===== src/rtl/ysyx_24100005_ifu.sv =====
// Instruction fetch unit: owns the PC, keeps one fetch outstanding, hands instructions to the core.
// Optional performance counters are built when IFU_PERF_CNT_EN is defined.
module ysyx_24100005_ifu #(
   parameter logic [31:0] RESET_PC   = 32'h8000_0000,
   parameter logic [31:0] FAULT_INST = 32'h0000_0013
) (
   input  logic        clk,
   input  logic        rst,
   output logic        req_valid,
   output logic [31:0] req_addr,
   input  logic        req_ready,
   input  logic        resp_valid,
   input  logic [31:0] resp_data,
   input  logic        resp_err,
   output logic        inst_valid,
   output logic [31:0] inst,
   output logic [31:0] inst_pc,
   output logic        inst_fault,
   input  logic        inst_ready,
`ifdef IFU_PERF_CNT_EN
   output logic [31:0] perf_fetch_cnt,
   output logic [31:0] perf_stall_cnt,
`endif
   input  logic        redirect_valid,
   input  logic [31:0] redirect_pc
);

   typedef enum logic [1:0] {
      S_REQ  = 2'd0,
      S_WAIT = 2'd1,
      S_OUT  = 2'd2
   } state_t;

   state_t      state_r;
   state_t      state_s;
   logic [31:0] pc_r;
   logic [31:0] pc_s;
   logic        stale_r;
   logic        stale_s;
   logic [31:0] inst_r;
   logic [31:0] inst_s;
   logic [31:0] inst_pc_r;
   logic [31:0] inst_pc_s;
   logic        inst_fault_r;
   logic        inst_fault_s;
   logic        inst_valid_r;
   logic        pc_aligned_s;
   logic        handshake_s;

   assign pc_aligned_s = (pc_r[1:0] == 2'b00);

   // The reset term keeps the request quiet while reset is held, since state and pc already sit at their reset values.
   assign req_valid   = rst && (state_r == S_REQ) && pc_aligned_s;
   assign req_addr    = pc_r;
   assign handshake_s = req_valid && req_ready;

   assign inst_valid = inst_valid_r;
   assign inst       = inst_r;
   assign inst_pc    = inst_pc_r;
   assign inst_fault = inst_fault_r;

   // Next-state, next-pc and instruction capture; redirect wins over every other event.
   always_comb begin
      state_s      = state_r;
      pc_s         = pc_r;
      stale_s      = stale_r;
      inst_s       = inst_r;
      inst_pc_s    = inst_pc_r;
      inst_fault_s = inst_fault_r;
      case (state_r)
         S_REQ: begin
            if (redirect_valid) begin
               pc_s = redirect_pc;
               if (handshake_s) begin
                  stale_s = 1'b1;
                  state_s = S_WAIT;
               end else begin
                  state_s = S_REQ;
               end
            end else if (!pc_aligned_s) begin
               inst_s       = FAULT_INST;
               inst_fault_s = 1'b1;
               inst_pc_s    = pc_r;
               state_s      = S_OUT;
            end else if (handshake_s) begin
               state_s = S_WAIT;
            end else begin
               state_s = S_REQ;
            end
         end
         S_WAIT: begin
            if (redirect_valid) begin
               pc_s = redirect_pc;
            end else begin
               pc_s = pc_r;
            end
            if (resp_valid) begin
               if (stale_r || redirect_valid) begin
                  stale_s = 1'b0;
                  state_s = S_REQ;
               end else begin
                  inst_s       = resp_err ? FAULT_INST : resp_data;
                  inst_fault_s = resp_err;
                  inst_pc_s    = pc_r;
                  state_s      = S_OUT;
               end
            end else if (redirect_valid) begin
               stale_s = 1'b1;
            end else begin
               stale_s = stale_r;
            end
         end
         S_OUT: begin
            if (redirect_valid) begin
               pc_s    = redirect_pc;
               state_s = S_REQ;
            end else if (inst_ready) begin
               pc_s    = pc_r + 32'd4;
               state_s = S_REQ;
            end else begin
               state_s = S_OUT;
            end
         end
         default: begin
            state_s = S_REQ;
         end
      endcase
   end

   // State, pc and instruction registers; inst_valid is registered from the next state.
   always_ff @(posedge clk or negedge rst) begin
      if (!rst) begin
         state_r      <= S_REQ;
         pc_r         <= RESET_PC;
         stale_r      <= 1'b0;
         inst_r       <= 32'h0000_0000;
         inst_pc_r    <= 32'h0000_0000;
         inst_fault_r <= 1'b0;
         inst_valid_r <= 1'b0;
      end else begin
         state_r      <= state_s;
         pc_r         <= pc_s;
         stale_r      <= stale_s;
         inst_r       <= inst_s;
         inst_pc_r    <= inst_pc_s;
         inst_fault_r <= inst_fault_s;
         inst_valid_r <= (state_s == S_OUT);
      end
   end

`ifdef IFU_PERF_CNT_EN
   logic [31:0] perf_fetch_r;
   logic [31:0] perf_stall_r;
   logic        fetch_inc_s;
   logic        stall_inc_s;

   assign fetch_inc_s = inst_valid_r && inst_ready && !redirect_valid;
   assign stall_inc_s = (state_r == S_WAIT) || ((state_r == S_REQ) && !req_ready);

   // Free-running wrap-around event counters.
   always_ff @(posedge clk or negedge rst) begin
      if (!rst) begin
         perf_fetch_r <= 32'h0000_0000;
         perf_stall_r <= 32'h0000_0000;
      end else begin
         if (fetch_inc_s) begin
            perf_fetch_r <= perf_fetch_r + 32'd1;
         end else begin
            perf_fetch_r <= perf_fetch_r;
         end
         if (stall_inc_s) begin
            perf_stall_r <= perf_stall_r + 32'd1;
         end else begin
            perf_stall_r <= perf_stall_r;
         end
      end
   end

   assign perf_fetch_cnt = perf_fetch_r;
   assign perf_stall_cnt = perf_stall_r;
`endif

endmodule

===== config.mk =====
export PLATFORM = sky130hd
export DESIGN_NAME = ysyx_24100005_ifu
export DESIGN_NICKNAME = d
export VERILOG_FILES = /design/src/rtl/ysyx_24100005_ifu.sv
export SDC_FILE = /design/constraint.sdc
export NUM_CORES = 1
export LEC_CHECK = 0
export CORE_MARGIN = 1.5
export CORE_UTILIZATION = 40
export DETAILED_ROUTE_END_ITERATION = 10
export PLACE_DENSITY = 0.74
export REMOVE_ABC_BUFFERS = 1
export SYNTH_ARGS = -nofsm -noshare
export SYNTH_HDL_FRONTEND = slang
export SYNTH_SLANG_ARGS = --single-unit
export TNS_END_PERCENT = 100

===== constraint.sdc =====
create_clock -name clk -period 2.5 [get_ports clk]
set_input_delay 0.375 -clock clk [delete_from_list [all_inputs] [get_ports clk]]
set_output_delay 0.375 -clock clk [all_outputs]
set_load 0.01 [all_outputs]

==> impl_summary.txt <==
----------------------------------------------------
[Outcome]
  Result of the run ... complete, no violations

[Logic synthesis]
  Total number of yosys warnings ... 0
  Most frequent cell after synthesis ... nand2_1
  Netlist cell types ... 48
  Syn Inst Count ... 465
  Most used flip-flop cell after synthesis ... dfrtp_1
  Synthesized cell area ... 4520 sq um
  Number of enable flip-flop cells after synthesis ... 0
  Async set-or-reset flop fraction in the synthesized netlist ... 100%
  Top cells by instance count after synthesis ... nand2_1 (118), dfrtp_1 (100), a21oi_1 (31), a22o_1 (29)
  Sequential fraction of the synthesis area ... 55.9%
  Dominant cell type by area after synthesis ... dfrtp_1
  Synthesized area per cell ... 9.73 sq um
  Synth area leaders ... dfrtp_1 (55%), nand2_1 (9.8%), a22o_1 (5.6%), a21oi_1 (3.4%), o21ai_0 (2.3%)
  Synth Register Bits ... 101
  Share of the synthesized area in the top cell type ... 55.3%

[CTS]
  CTS root buf ... clkbuf_16
  Clock buffer count from CTS ... 9
  Deepest clock path buffer count ... 2
  Number of levels in the clock H-tree ... 3
  Worst skew pair latency ... 0.34 ns
  PostCTS Resize Cnt ... 0
  Clock transition at the register clock pins on the worst setup and hold paths after CTS ... 0.06 ns
  TritonCTS sink count ... 101
  CTS tree ... yes

[Finish]
  Number of nets in the finished design ... 707
  End-of-flow core utilization ... 62.1%
  Fin area ... 6790 sq um
  FILL cells ... 929
  Number of antenna diodes ... 0
  Ratio of cells with drive above 1 in the final layout ... 7.50%
  Sequential Area ... 2530 sq um
  Post-route insts no fill ... 780
  Multi-input gate area in the final layout ... 1870 sq um
  Area added between synthesis and finish ... 50.2%

[Global route]
  Pin count of the biggest net entering global routing ... 50
  Global-route wire length before repair ... 21.5 mm
  Total congestion overflow after global routing ... 0
  Number of global-route vias before repair ... 4162
  Tot GR Track Use ... 23.3%
  Initial antenna violation count ... 0

[Die]
  Die footprint ... 12000 sq um
  I/O pin total ... 170
  Cell row count ... 38
  Core box area ... 10900 sq um
  Initial core utilization ... 41.4%
  DIE HEIGHT ... 109 um
  X dimension of the die ... 109 um

[Worst setup path]
  Required time worst endpoint ... 2.12 ns
  Source of the critical timing path ... state_r[1]
  Source of the worst register-to-register timing path ... req_addr[2]
  Critical path data arrival time ... 1.94 ns
  Startpoint type of the worst setup path ... flip-flop
  Critical path start-end classification ... flip-flop to output pin
  Type of element capturing the critical path ... output pin
  Highest fanout seen on the critical path ... 11

[STA]
  Worst rel slew slack ... 60.8%
  Shortest clock period the worst path allows after layout ... 2.31 ns
  Unrepaired setup endpoints after global routing ... false
  Period utilization ... 92.5%
  Max Clk Rate ... 433 MHz
  Worst Skew ... 0.00725 ns
  Final worst hold slack ... 0.442 ns
  Final setup violation count ... 0
  Hold Fails Final Rpt ... 0
  Final Max Tran Viols ... 0
  Actual slew at the worst max-slew pin ... 0.588 ns

[Placed design]
  # port buffers ... 169
  Post-Place Cells ... 763
  RePlAce Congestion ... 0.820
  Estimated wirelength of the detail-placed design ... 10.1 mm
  Placement Cell Area ... 6460 sq um

[Routing]
  ANT nets after route ... 0
  DR vias/cell ... 5.46
  First-pass iteration count of the detailed router ... 5
  Residual DRC ... 0
  Routed len/inst ... 17.5 um
  Vias ... 4262
  Routed wire length ... 13.7 mm
  1st-iter DRT viols ... 285

[Power]
  Power per cell area ... 1100 nW/um^2
  Leak Pwr ... 2.95 nW
  Final Total Pwr ... 7.46 mW
  Maximum resistive drop on vdd ... 0.497 mV

[Job]
  Max-cap violations ... 0

[Min path]
  Class of the tightest hold or removal check ... input pin to asynchronous set/reset pin

----------------------------------------------------
what timing repair did:
| item | in CTS | in global routing |
|---|---|---|
| hold buffers | 1 | 0 |
| hold endpoints to repair | 12 | 0 |
| buffers inserted | 0 | 0 |
| setup endpoints to repair | 0 | 0 |
report_power, final:
part           total, mW  internal (mW)  switching, mW
Clock               1.51          0.929          0.580
Combinational       3.19           1.63           1.56
Sequential          2.76           2.20          0.565
Total               7.46           4.76           2.70
cell families after synthesis:
| family | synth area share (%) |
|---|---|
| mux | 0.442 |
| simple gates | 20.6 |
| compound gates | 19.6 |
| flops | 55.9 |
| buf+inv | 3.21 |
| fa+ha+maj | 0.277 |
path summary, 6_finish.rpt:
path,endpoint,slack [ns],cells past startpoint
max in group asynchronous,req_addr[3],0.62,4
min in group clk,inst_pc[10],0.47,2
max reg2reg,req_addr[28],0.25,6
min,req_addr[29],0.44,2
max,req_valid,0.19,3
min reg2reg,inst_pc[10],0.47,2
area by class of cell:
type | instances | share of cell area (%)
Timing Repair Buffer | 190 | 27.6
Inverter | 4 | 0.221
Clock inverter | 4 | 1.03
Tap cell | 140 | 2.58
Clock buffer | 12 | 3.78
Multi-Input combinational cell | 329 | 27.6
Sequential cell | 101 | 37.2
layout by cell type, fill, tap and decap left out, types with 2 or more instances in the layout:
cell type          n
a211oi_1           2
a21o_1             2
a21oi_1           30
a22o_1            29
a2bb2oi_1          5
a311oi_1           8
a31oi_1            3
and2_1             5
and3_1             9
and4_1             4
buf_12             2
buf_4             19
bufinv_16          2
clkbuf_16          9
clkbuf_8           2
clkdlybuf4s50_1  168
clkinv_2           2
dfrtp_1          100
inv_1              4
mux2i_1            2
nand2_1          118
nand2b_1           3
nand3_1           12
nand4_1            4
nor2_1            18
nor3_1            10
nor4_1             2
nor4_2             2
o21a_1             2
o21ai_0           21
o22a_1             5
o22ai_1           12
or3_1              3
registers in the layout, indices dropped and copies added, names as in the netlist:
name        flops
state_r         2
inst_fault      1
stale_r         1
inst_pc        32
inst_valid      1
req_addr       32
inst           32
critical path: stages (launching register included):
cell and delay, ns:
dfrtp_1 0.53, nor4_1 0.30, and2_1 0.22, clkdlybuf4s50_1 0.55
metrics by stage:
step	TNS, ns	worst slack, ns
global route	0	0.0361
CTS	0	0.173
finish	0	0.189
floorplan	-22.05	-0.687
detailed placement	0	0.293
global placement	0	0.371
per-layer routing:
metal  wire length, um  vias up  track usage, %
met5                 0        -               0
met4               312        0            9.55
met3              1290       21            5.63
met2              6260      192            37.5
met1              5800     2038            30.0
li1                  -     2011               -
(Power assumes the default switching activity.)
